[src/rtl/pad_feedback_tx.sv]
// Serial status-frame transmitter to the two controller pads (shared SCLK/LATCH, per-pad DATA).
// Defining PAD_TX_PARITY_EN appends an odd-parity bit to each frame (17 bits instead of 16).
module pad_feedback_tx #(
  parameter int unsigned CLK_DIV = 4
) (
  input  logic       clk,
  input  logic       rst_n,
  input  logic       i_send,
  input  logic [1:0] i_state,
  input  logic [1:0] i_who_wins,
  input  logic [4:0] i_p1_shell,
  input  logic [4:0] i_p2_shell,
  input  logic [4:0] i_p1_led,
  input  logic [4:0] i_p2_led,
  output logic       o_sclk,
  output logic       o_sdata_1,
  output logic       o_sdata_2,
  output logic       o_latch,
  output logic       o_busy,
  output logic [2:0] o_seq
);

`ifdef PAD_TX_PARITY_EN
  localparam int unsigned NBITS = 17;
`else
  localparam int unsigned NBITS = 16;
`endif

  localparam logic [7:0] DIV_LAST = 8'(CLK_DIV - 1);
  localparam logic [4:0] BIT_LAST = 5'(NBITS - 1);

  typedef enum logic [2:0] {StIdle, StLoad, StShiftLo, StShiftHi, StLatch} state_e;

  state_e             state_q;
  logic [7:0]         div_q;
  logic [4:0]         bit_cnt_q;
  logic [2:0]         seq_q;
  logic               pending_q;
  logic [NBITS-1:0]   sr1_q, sr2_q;
  logic [15:0]        base1, base2;
  logic [NBITS-1:0]   frame1, frame2;
  logic               div_done;

  always_comb begin
    base1 = {i_state, i_who_wins[0], i_p1_shell, seq_q, i_p1_led};
    base2 = {i_state, i_who_wins[1], i_p2_shell, seq_q, i_p2_led};
`ifdef PAD_TX_PARITY_EN
    frame1 = {base1, ~^base1};
    frame2 = {base2, ~^base2};
`else
    frame1 = base1;
    frame2 = base2;
`endif
  end

  assign div_done = (div_q == DIV_LAST);

  // Outputs are registered alongside the state so they change on the same edge as the state.
  always_ff @(posedge clk or negedge rst_n) begin
    if (!rst_n) begin
      state_q   <= StIdle;
      div_q     <= '0;
      bit_cnt_q <= '0;
      seq_q     <= '0;
      pending_q <= 1'b0;
      sr1_q     <= '0;
      sr2_q     <= '0;
      o_sclk    <= 1'b0;
      o_sdata_1 <= 1'b0;
      o_sdata_2 <= 1'b0;
      o_latch   <= 1'b0;
      o_busy    <= 1'b0;
      o_seq     <= '0;
    end else begin
      // One-deep request capture while a frame is in flight, including the final LATCH cycle.
      if (state_q != StIdle && i_send) pending_q <= 1'b1;

      unique case (state_q)
        StIdle: begin
          if (i_send || pending_q) begin
            state_q   <= StLoad;
            pending_q <= 1'b0;
            o_busy    <= 1'b1;
          end
        end
        StLoad: begin
          sr1_q     <= frame1;
          sr2_q     <= frame2;
          bit_cnt_q <= '0;
          div_q     <= '0;
          o_sdata_1 <= frame1[NBITS-1];
          o_sdata_2 <= frame2[NBITS-1];
          state_q   <= StShiftLo;
        end
        StShiftLo: begin
          if (div_done) begin
            div_q   <= '0;
            o_sclk  <= 1'b1;
            state_q <= StShiftHi;
          end else begin
            div_q <= div_q + 8'd1;
          end
        end
        StShiftHi: begin
          if (div_done) begin
            div_q     <= '0;
            o_sclk    <= 1'b0;
            sr1_q     <= sr1_q << 1;
            sr2_q     <= sr2_q << 1;
            bit_cnt_q <= bit_cnt_q + 5'd1;
            if (bit_cnt_q == BIT_LAST) begin
              o_sdata_1 <= 1'b0;
              o_sdata_2 <= 1'b0;
              o_latch   <= 1'b1;
              state_q   <= StLatch;
            end else begin
              o_sdata_1 <= sr1_q[NBITS-2];
              o_sdata_2 <= sr2_q[NBITS-2];
              state_q   <= StShiftLo;
            end
          end else begin
            div_q <= div_q + 8'd1;
          end
        end
        StLatch: begin
          if (div_done) begin
            div_q   <= '0;
            o_latch <= 1'b0;
            o_busy  <= 1'b0;
            o_seq   <= seq_q;
            seq_q   <= seq_q + 3'd1;
            state_q <= StIdle;
          end else begin
            div_q <= div_q + 8'd1;
          end
        end
        default: state_q <= StIdle;
      endcase
    end
  end

endmodule

[config.mk]
export PLATFORM = sky130hd
export DESIGN_NAME = pad_feedback_tx
export DESIGN_NICKNAME = d
export VERILOG_FILES = /design/src/rtl/pad_feedback_tx.sv
export SDC_FILE = /design/constraint.sdc
export NUM_CORES = 1
export LEC_CHECK = 0
export ABC_AREA = 1
export ABC_CLOCK_PERIOD_IN_PS = 1700
export BUFFER_PORTS_ARGS = -buffer_cell sky130_fd_sc_hd__buf_2
export CAP_MARGIN = 10
export CORE_ASPECT_RATIO = 1.1
export CORE_UTILIZATION = 41
export CTS_BUF_LIST = sky130_fd_sc_hd__clkbuf_16
export DETAILED_ROUTE_END_ITERATION = 10
export GPL_TIMING_DRIVEN = 0
export PLACE_DENSITY_LB_ADDON = 0.2
export SLEW_MARGIN = 5
export SYNTH_ARGS = -nofsm -noshare
export SYNTH_HDL_FRONTEND = slang
export SYNTH_SLANG_ARGS = --single-unit
[constraint.sdc]
create_clock -name clk -period 1.7 [get_ports clk]
set_input_delay 0.17 -clock clk [delete_from_list [all_inputs] [get_ports clk]]
set_output_delay 0.17 -clock clk [all_outputs]
set_load 0.02 [all_outputs]
# Word-level counts from Yosys, hierarchy flattened
# Index checks and enable logic that the tools add are counted.
[totals] input_bits=27 out_inout_bits=8 word_cells=74 reg_bits=58
[op_classes] muxes=31 n_eq_ne=11 reduce_logical=16 add_sub_neg=3
[op_table] operator="one-hot mux 15 bit (2 select lines)" n=2
[op_table] operator="2-to-1 mux 15 bit" n=2
[op_table] operator="one-hot mux 8 bit (2 select lines)" n=1
[op_table] operator="2-to-1 mux 3 bit" n=5
[op_table] operator="one-hot mux 3 bit (5 select lines)" n=1
[op_table] operator="2-to-1 mux 1 bit" n=12
[op_table] operator="!= test 2 bit (second input constant)" n=5
[op_table] operator="one-hot mux 1 bit (2 select lines)" n=5
[op_table] operator="one-hot mux 5 bit (2 select lines)" n=1
[op_table] operator="nonzero test 2 bit" n=5
[op_table] operator="adder 8 x 1 -> 8 bit (second input constant)" n=1
[op_table] operator="== test 8 x 2 -> 1 bit (second input constant)" n=1
[op_table] operator="2-to-1 mux 8 bit" n=1
[op_table] operator="AND reduction 4 bit" n=2
[op_table] operator="== test 3 x 2 -> 1 bit (second input constant)" n=2
[op_table] operator="AND reduction 3 bit" n=2
[op_table] operator="adder 5 x 1 -> 5 bit (second input constant)" n=1
[op_table] operator="== test 5 x 4 -> 1 bit (second input constant)" n=1
[op_table] operator="2-to-1 mux 5 bit" n=1
[op_table] operator="AND reduction 2 bit" n=2
[op_table] operator="adder 3 x 1 -> 3 bit (second input constant)" n=1
[op_table] operator="== test 3 x 1 -> 1 bit (second input constant)" n=1
[op_table] operator="== test 3 bit (second input constant)" n=1
[op_table] operator="logical NOT 3 bit" n=1
[op_table] operator="4 further kinds" n=4

# Depth between registers and ports, before layout
# Gate-level depths: netlist of run 1.
[depth] ltp_word=5 mapped_depth=9 mapped_depth_nobuf=8

# Least setup slack after synthesis of run 1
# No wires, ideal clock.
[synth_path] kind="register -> register" start="register div_q[0]" end="register bit_cnt_q[0]" setup_slack_ps=232 path_stages_with_launch=9 t_arrival_ps=1345 t_required_ps=1577 cell_sequence="dfrtp_1 > ha_1 > nand2_1 > nor2_2 > nand2_1 > buf_6 > o21ai_4 > buf_6 > a21oi_1"
[synth_via] elab_chain_len=3
[synth_lines] item="start, declared" line_no="35" rtl="logic [7:0] div_q;"
[synth_lines] item="start signal, assigned" line_no="101" rtl="div_q <= div_q + 8'd1;"
[synth_lines] item="start signal, assigned" line_no="122" rtl="div_q <= div_q + 8'd1;"
[synth_lines] item="start signal, assigned" line_no="134" rtl="div_q <= div_q + 8'd1;"
[synth_lines] item="== test 8 x 2 -> 1 bit" line_no="56" rtl="assign div_done = (div_q == DIV_LAST);"
[synth_lines] item="!= test 2 bit (no line)"
[synth_lines] item="AND reduction 2 bit (no line)"
[synth_lines] item="end signal, assigned" line_no="110" rtl="bit_cnt_q <= bit_cnt_q + 5'd1;"
[synth_lines] item="end, declared" line_no="36" rtl="logic [4:0] bit_cnt_q;"
# No other way between the ends.
# A chain may end at the register's enable or synchronous reset.

# Final worst setup path of run 1
[layout_path] start="register div_q[1]" end="register sr1_q[1]"
[layout_via] elab_chain_len=3
[layout_lines] item="== test 8 x 2 -> 1 bit" line_no="56"
[layout_lines] item="!= test 2 bit (no line)"
[layout_lines] item="AND reduction 2 bit (no line)"
[layout_lines] item="end signal, assigned" line_no="87" rtl="sr1_q <= frame1;"
[layout_lines] item="end signal, assigned" line_no="108" rtl="sr1_q <= sr1_q << 1;"
[layout_lines] item="end, declared" line_no="39" rtl="logic [NBITS-1:0] sr1_q, sr2_q;"
# No other way between the ends.

==> reports/qor.txt, run 1 <==
Status: complete, no violations
RSZ-0062 raised after global routing: yes
PortBufs: 34
Inserted Clock Buffers: 9
Vias in the first global route: 2407
Register area share after synthesis: 0.484
Setup crit start: div_q[1]
Max_cap viols: 0
GRT Total Usage: 0.182
Initial core utilization: 0.426
Period utilisation layout: 0.964
Top cell type's share of synthesized area: 0.484
Worst-Margin Slew: 0.734 ns
Max Clock Freq: 610 MHz
# diodes: 0
Mapped Avg Cell Area: 7.63 um^2
Routed len/inst: 11.9 um
Number of fill cells: 695
Top-Level Pins: 35
Placed cell areas: 0.00328 mm^2
Worst path depth: 10
Synth Cell Area: 0.00300 mm^2
CP required: 1.96 ns
Tot Pwr: 3.19 mW
Core Region: 0.00705 mm^2
Synth area leader: dfrtp_1
RD Place Congestion: 0.811
First-pass iteration count of the detailed router: 4
Slew Limit Fails: 0
Worst Path Arrival: 1.90 ns
R2R Setup Slk: 0.06 ns
Worst setup endpoint: sr1_q[1]
Clk sinks: 58
Crit-path slowest cell: dfrtp_1
Element type at the critical path end: flip-flop
CP Launch Type: flip-flop
Final hold viol count: 0
DR vias: 2533
Place WS: 0.0149 ns
Sum Neg Setup Slack: 0 ns
Clk_lat worst skew: 0.33 ns
Leak: 2.04 nW
Final nets: 477
Initial antenna violation count: 0
Clk buf depth: 2
Drt via density: 4.73
Clock transition at path regs: 0.05 ns
H-tree Lvls: 3
Worst-path fanout max: 10
Synth unique cells: 27
Routed Antenna Nets: 0
CP dominant cell by count: nand2_1
Crit-path max cell delay: 0.37 ns
Die area: 0.00766 mm^2
Die Y: 91.7 um
Yosys Warn Count: 0
Worst vdd ir: 476 uV
CTS tree: done
Crit path time final: 1.64 ns
Reg2reg path depth: 10
Layout cell share with drive strength beyond 1: 0.189
Final setup vio count: 0
WS Path Type: flip-flop to flip-flop
Area delta synth->final: 21.2%
Total grt overflow: 0
PD cells: 878 mW/mm^2
Global-route wire length before repair: 11000 um
Ranking of synthesized cells by area: dfrtp_1 48%, nand2_1 29%, nand3_1 2.3%
Drt drc: 0
Overall routed net length: 6350 um
Post-synthesis register bit count: 58
Cell Rows: 32
Crit-path cells: ha_2, nand2_1, nor2_2, nand2_2, buf_6, o21ai_4, buf_12, buf_4, nand2_1, nand2_1
1st-iter DRT viols: 169
Final setup margin: 0.0613 ns
Crit path buf inv count: 3
Crit path max-delay family: buffers and inverters
Die X: 83.5 um
Fin area: 0.00364 mm^2
Half-perimeter wire length after placement: 4300 um
Clock root cell: clkbuf_16
Cells after Synth: 393
Synth Net Count: 424
Slew headroom: 0.510
Fin Clk Skew: 0.00398 ns
Tightest Hold Check Type: input port to flip-flop
Reg2reg end: sr1_q[1]
Reg2reg start: div_q[1]
Pin count of the biggest net entering global routing: 59
## kinds of logic after synthesis
family,synth area share
compound gates,0.0313
xor+xnor,0.0175
fa+ha+maj,0.0167
buf+inv,0.0684
flops,0.484
simple gates,0.382
## layer usage
metal  vias up  GRT usage  share of wire  routed length, um
li1       1311          -              -                  -
met1      1184      0.232           0.48               3020
met2        28      0.296           0.48               3040
met3        10     0.0387          0.030                193
met4         0     0.0890          0.015                 98
met5         -          0              0                  0
## synthesized netlist by cell type (all sizes together)
master / number
and3: 1
nor2: 18
ha: 4
buf: 13
nand2: 231
dfrtp: 58
o22ai: 2
o21ai: 10
nand3: 16
nor3: 2
xor2: 6
inv: 24
nand4: 4
a21oi: 4
## timing repair
action	4_1_cts	5_1_grt
hold buffers	1	0
endpoints found under the hold margin	58	0
resized for setup	0	5
setup endpoints to repair	0	35
buffers inserted	0	5
## cells in the final DEF (no fill, tap or decap), types with 2 or more instances in the layout
master | synthesis | routed
buf_2 | 2 | 35
inv_2 | 6 | 6
buf_4 | 5 | 12
inv_1 | 18 | 18
a21oi_1 | 4 | 4
nor2_4 | 4 | 4
o21ai_0 | 4 | 4
nand2_1 | 229 | 228
dfrtp_1 | 58 | 58
nor2_2 | 2 | 2
clkbuf_16 | 0 | 9
o21ai_1 | 5 | 5
o22ai_1 | 2 | 2
buf_6 | 6 | 5
nand3_1 | 14 | 14
ha_1 | 4 | 3
nand2_2 | 1 | 2
clkinv_1 | 0 | 5
nand4_1 | 4 | 4
nor2_1 | 11 | 11
xor2_1 | 6 | 6
## worst min path at each step
| stage | start | to | slack [ns] | cells after the start |
|---|---|---|---|---|
| 2_1_floorplan | rst_n | bit_cnt_q[0] | -0.13 | 0 |
| 3_3_place_gp | i_p2_led[0] | sr2_q[0] | 0.38 | 3 |
| 3_5_place_dp | rst_n | div_q[2] | 0.30 | 1 |
| 4_1_cts | i_p2_led[0] | sr2_q[0] | 0.04 | 3 |
| 5_1_grt | i_p1_led[0] | sr1_q[0] | 0.08 | 3 |
| 6_report | i_p2_led[0] | sr2_q[0] | 0.05 | 3 |
## layout make-up
type,count,area [um^2],share of cell area
repair buffers,42,248,0.0681
clock inverters,6,48.8,0.0134
inverters,24,90.1,0.0248
well taps,85,106,0.0292
multi-input cells,298,1350,0.371
clock buffers,9,225,0.0619
flip-flops and latches,58,1450,0.399
plain buffers,13,119,0.0327
## power by group
part | internal, mW | switching, mW | leakage, nW
combinational | 0.0380 | 0.0562 | 1.17
sequential | 1.40 | 0.0108 | 0.732
clock | 1.10 | 0.586 | 0.133
## through the flow
stage	cells	hold WS [ns]	utilization
4_1_cts	528	0.0433	0.506
3_3_place_gp	512	0.382	0.465
5_1_grt	535	0.0777	0.516
6_report	535	0.0535	0.516
3_5_place_dp	512	0.295	0.465
2_1_floorplan	393	-0.126	-
## state kept, by name, indices dropped and copies added (netlist names)
register,count
bit_cnt_q,5
div_q,8
o_busy,1
o_latch,1
o_sclk,1
o_sdata_1,1
o_sdata_2,1
o_seq,3
pending_q,1
seq_q,3
sr1_q,15
sr2_q,15
state_q,3
## worst min-delay path: stages
cell     delay [ns]
buf_2          0.08
nand2_1        0.05
nand2_1        0.05
(Power assumes the default switching activity.)
==> run 2: changes to the inputs <==
Settings changed: BUFFER_PORTS_ARGS -buffer_cell sky130_fd_sc_hd__buf_2 to -buffer_cell sky130_fd_sc_hd__clkbuf_2.
==> reports/qor.txt, run 2 (synthesis results as in run 1) <==
1st-iter DRT viols: 109
Initial antenna violation count: 0
Pin count of the biggest net entering global routing: 59
Inserted Clock Buffers: 9
Post-layout util: 0.525
Hold Crit Start: i_p2_led[0]
Number of fill cells: 677
CP required: 1.96 ns
Hold Path Sink: sr2_q[0]
WS Path Type: flip-flop to flip-flop
Drt via density: 4.77
Cell Rows: 32
Half-perimeter wire length after placement: 4340 um
Slew Limit Fails: 0
Final setup margin: 0.0618 ns
Tightest Hold Check Type: input port to flip-flop
Place WS: 0.0394 ns
Initial core utilization: 0.426
Final nets: 476
Leak: 2.07 nW
Status: complete, no violations
Biggest regs: sr1_q (15), sr2_q (15), div_q (8)
Clock transition at path regs: 0.05 ns
Top-Level Pins: 35
Worst-Margin Slew: 0.814 ns
Worst-path fanout max: 10
Crit path time final: 1.64 ns
Final setup vio count: 0
Commonest non-fill, non-tap cell in the layout: nand2_1
PortBufs: 34
Core Region: 0.00705 mm^2
Max Clock Freq: 610 MHz
Element type at the critical path end: flip-flop
Sum Neg Setup Slack: 0 ns
CP Launch Type: flip-flop
Layout cell share with drive strength beyond 1: 0.196
Most frequent cells in the layout: 228 x nand2_1, 58 x dfrtp_1, 33 x clkbuf_2, 20 x inv_1, 14 x nand3_1
First-pass iteration count of the detailed router: 4
Fin Clk Skew: 0.00671 ns
Die area: 0.00766 mm^2
Min-Delay Path Depth: 3
Reg2reg end: sr1_q[5]
DR vias: 2550
RD Place Congestion: 0.810
Clock root cell: clkbuf_16
Vias in the first global route: 2439
RSZ-0062 raised after global routing: yes
Hold WS: 0.0596 ns
Global-route wire length before repair: 11100 um
GRT Total Usage: 0.183
# diodes: 0
Tot Pwr: 3.54 mW
Drt drc: 0
Period utilisation layout: 0.964
Clk sinks: 58
Routed Antenna Nets: 0
R2R Setup Slk: 0.06 ns
Slew headroom: 0.457
Area delta synth->final: 23.4%
Reg2reg path depth: 10
H-tree Lvls: 3
Final hold viol count: 0
Reg2reg start: div_q[0]
Clk_lat worst skew: 0.33 ns
Total grt overflow: 0
Overall routed net length: 6500 um
Die X: 83.5 um
CTS tree: done
Routed len/inst: 12.2 um
Worst Path Arrival: 1.90 ns
Clk buf depth: 2
Die Y: 91.7 um
PD cells: 957 mW/mm^2
Max_cap viols: 0
Worst vdd ir: 705 uV
-- run 2: cell types whose count changed in the layout (fill, tap and decap cells not counted), moves of 2 or more --
cell       delta
inv_1         +2
buf_4         -2
clkinv_1      -5
bufinv_16     +2
buf_2        -33
clkbuf_2     +33
-- run 2: cell type report --
| class | count | area [um^2] | area share |
|---|---|---|---|
| Sequential cell | 58 | 1450 | 0.392 |
| Multi-Input combinational cell | 298 | 1360 | 0.368 |
| Timing Repair Buffer | 41 | 240 | 0.0649 |
| Clock buffer | 9 | 225 | 0.0609 |
| Buffer | 13 | 115 | 0.0311 |
| Clock inverter | 7 | 110 | 0.0297 |
| Tap cell | 85 | 106 | 0.0287 |
| Inverter | 24 | 90.1 | 0.0243 |
-- run 2: per-stage QoR --
step                cells  cell area [um^2]
CTS                   529              3620
global route          535              3700
finish                535              3700
detailed placement    512              3280
floorplan             393              3000
global placement      512              3280
-- run 2: per-layer routing --
layer | up-vias | wire length, um | global-route usage
met5 | - | 0 | 0
met3 | 12 | 177 | 0.0360
met1 | 1194 | 3060 | 0.226
li1 | 1311 | - | -
met2 | 33 | 3130 | 0.307
met4 | 0 | 134 | 0.0904
-- run 2: timing repair --
action                                  4_1_cts  5_1_grt
endpoints found under the hold margin         7        0
hold buffers                                  1        0
resized for setup                             0        7
endpoints found under the setup margin        0       37
setup buffers                                 0        3
-- run 2: worst max path at each step --
stage | start | endpoint | slack [ns] | cells after the start
2_1_floorplan | div_q[0] | bit_cnt_q[0] | 0.23 | 8
3_3_place_gp | div_q[0] | sr1_q[13] | 0.03 | 9
4_1_cts | div_q[1] | sr2_q[12] | 0.02 | 9
6_report | div_q[0] | sr1_q[5] | 0.06 | 10
5_1_grt | div_q[0] | sr2_q[12] | -0.02 | 10
3_5_place_dp | div_q[0] | sr2_q[12] | 0.04 | 9
-- run 2: worst max-delay path, cell delays in order, from the launching register on --
cell and delay (ns):
dfrtp_1 0.41, ha_4 0.17, nand2_1 0.06, nor2_2 0.11
nand2_2 0.08, buf_6 0.16, o21ai_4 0.17, buf_12 0.15
buf_4 0.14, nand2_1 0.05, nand2_1 0.06
-- run 2: where the power goes --
part	internal [mW]	switching (mW)	leakage [nW]
Sequential	1.40	0.0106	0.732
Clock	1.42	0.620	0.168
Combinational	0.0380	0.0569	1.17
==> run 3: changes to the inputs <==
Settings changed: CTS_BUF_LIST sky130_fd_sc_hd__clkbuf_16 to sky130_fd_sc_hd__clkbuf_4 sky130_fd_sc_hd__clkbuf_8.
==> reports/qor.txt, run 3 (synthesis results as in run 1) <==
Die area: 0.00766 mm^2
Worst-Margin Slew: 0.799 ns
Clk sinks: 58
Max_cap viols: 0
Total grt overflow: 0
Die X: 83.5 um
Crit path max-delay family: buffers and inverters
Clk buf depth: 2
Worst-path fanout max: 6
CP required: 1.97 ns
Clock transition at path regs: 0.07 ns
Period utilisation layout: 0.963
DR vias: 2547
Met1 usage: 0.224
Inserted Clock Buffers: 9
Crit-path cells: ha_2, nand2_2, nor2_2, nand2_2, buf_8, o21ai_4, buf_12, buf_6, nand2_1, nand2_1
Crit path buf inv count: 3
RSZ-0062 raised after global routing: yes
Status: complete, no violations
Switching Fraction: 0.202
PD cells: 834 mW/mm^2
Worst path depth: 10
Area delta synth->final: 22.4%
Global-route wire length before repair: 10900 um
Logic pwr share: 0.031
WS Path Type: flip-flop to flip-flop
Worst Path Arrival: 1.91 ns
Overall routed net length: 6600 um
Cell internal pwr: 2.44 mW
Half-perimeter wire length after placement: 4340 um
Most frequent cells in the layout: 225 x nand2_1, 58 x dfrtp_1, 34 x clkbuf_2, 18 x inv_1, 14 x nand3_1
Slew Limit Fails: 0
Met3 Usage GRT: 0.0333
Switch Pwr: 0.619 mW
Tightest Hold Check Type: input port to flip-flop
Flop pwr share: 0.461
Leak: 2.05 nW
Top-Level Pins: 35
Final hold viol count: 0
Cell Rows: 32
GRT Total Usage: 0.180
Layout cell share with drive strength beyond 1: 0.214
Min-Delay Path Depth: 3
Pin count of the biggest net entering global routing: 59
Reg2reg path depth: 10
Final setup margin: 0.0629 ns
Routed len/inst: 12.2 um
RD Place Congestion: 0.810
Initial core utilization: 0.426
Place WS: 0.0394 ns
Tot Pwr: 3.06 mW
CTS tree: done
Worst vdd ir: 539 uV
CP Launch Type: flip-flop
1st-iter DRT viols: 114
Drt via density: 4.73
Core Region: 0.00705 mm^2
Crit-path max cell delay: 0.38 ns
Die Y: 91.7 um
Routed Antenna Nets: 0
Commonest non-fill, non-tap cell in the layout: nand2_1
Final nets: 480
Post-layout util: 0.521
Fin Clk Skew: 0.0109 ns
First-pass iteration count of the detailed router: 4
Clock share of power: 0.508
Slew headroom: 0.467
H-tree Lvls: 3
GR peak layer: met2
# diodes: 0
Element type at the critical path end: flip-flop
Initial antenna violation count: 0
Vias in the first global route: 2416
Drt drc: 0
Crit path time final: 1.64 ns
Biggest regs: sr1_q (15), sr2_q (15), div_q (8)
PortBufs: 34
Clk_lat worst skew: 0.34 ns
Sum Neg Setup Slack: 0 ns
Grt met2 use: 0.301
Max Clock Freq: 611 MHz
Final setup vio count: 0
Clock root cell: clkbuf_8
Crit-path slowest cell: dfrtp_1
[run 3: cell types whose count changed in the layout (fill, tap and decap cells not counted), sizes merged]
cell    previous run  this run
clkbuf            43        47
buf               19        21
inv               26        24
[run 3: area by class of cell]
cell class / count / area [um^2]
clock buffers: 11 / 139
fillers: 685 / 3380
inverters: 24 / 90.1
repair buffers: 45 / 297
flip-flops and latches: 58 / 1450
well taps: 85 / 106
clock inverters: 5 / 103
multi-input cells: 298 / 1360
plain buffers: 13 / 130
[run 3: repair_timing]
item	4_1_cts	5_1_grt
gates resized for setup	0	15
hold endpoints to repair	58	0
endpoints found under the setup margin	0	36
buffers inserted	0	6
hold buffers	1	0
[run 3: final timing paths]
kind | slack [ns] | endpoint | startpoint
min in group asynchronous | 0.48 | div_q[2] | rst_n
hold reg to reg | 0.47 | o_seq[1] | o_seq[1]
hold / removal | 0.05 | sr2_q[0] | i_p2_led[0]
max in group asynchronous | 0.69 | seq_q[1] | rst_n
setup reg to reg | 0.06 | sr2_q[12] | div_q[0]
setup / recovery | 0.06 | sr2_q[12] | div_q[0]
[run 3: routing by layer]
layer / vias to the layer above / routed length [um]
met2: 43 / 3280
met1: 1182 / 3040
met3: 6 / 211
met4: 0 / 76
li1: 1316 / -
met5: - / 0
[run 3: worst min-delay path, delay by kind of cell]
family / cells / cell delay (ns)
and+or+nand+nor: 2 / 0.10
buffers and inverters: 1 / 0.08
[run 3: power by group through the flow]
| stage | registers (mW) | logic, mW | clock network [mW] |
|---|---|---|---|
| final | 1.41 | 0.0953 | 1.56 |
| after global routing | 1.41 | 0.113 | 1.65 |
| after CTS | 1.41 | 0.0989 | 1.58 |
| after detailed placement | 1.44 | 0.0970 | 0 |
| after global placement | 1.44 | 0.0945 | 0 |
| after floorplan | 1.44 | 0.0272 | 0 |
[run 3: per-stage QoR]
| step | cells | hold WS (ns) | instance area, um^2 |
|---|---|---|---|
| global placement | 512 | 0.382 | 3280 |
| CTS | 529 | 0.0389 | 3530 |
| detailed placement | 512 | 0.343 | 3280 |
| global route | 539 | 0.0473 | 3670 |
| floorplan | 393 | -0.126 | 3000 |
| finish | 539 | 0.0503 | 3670 |
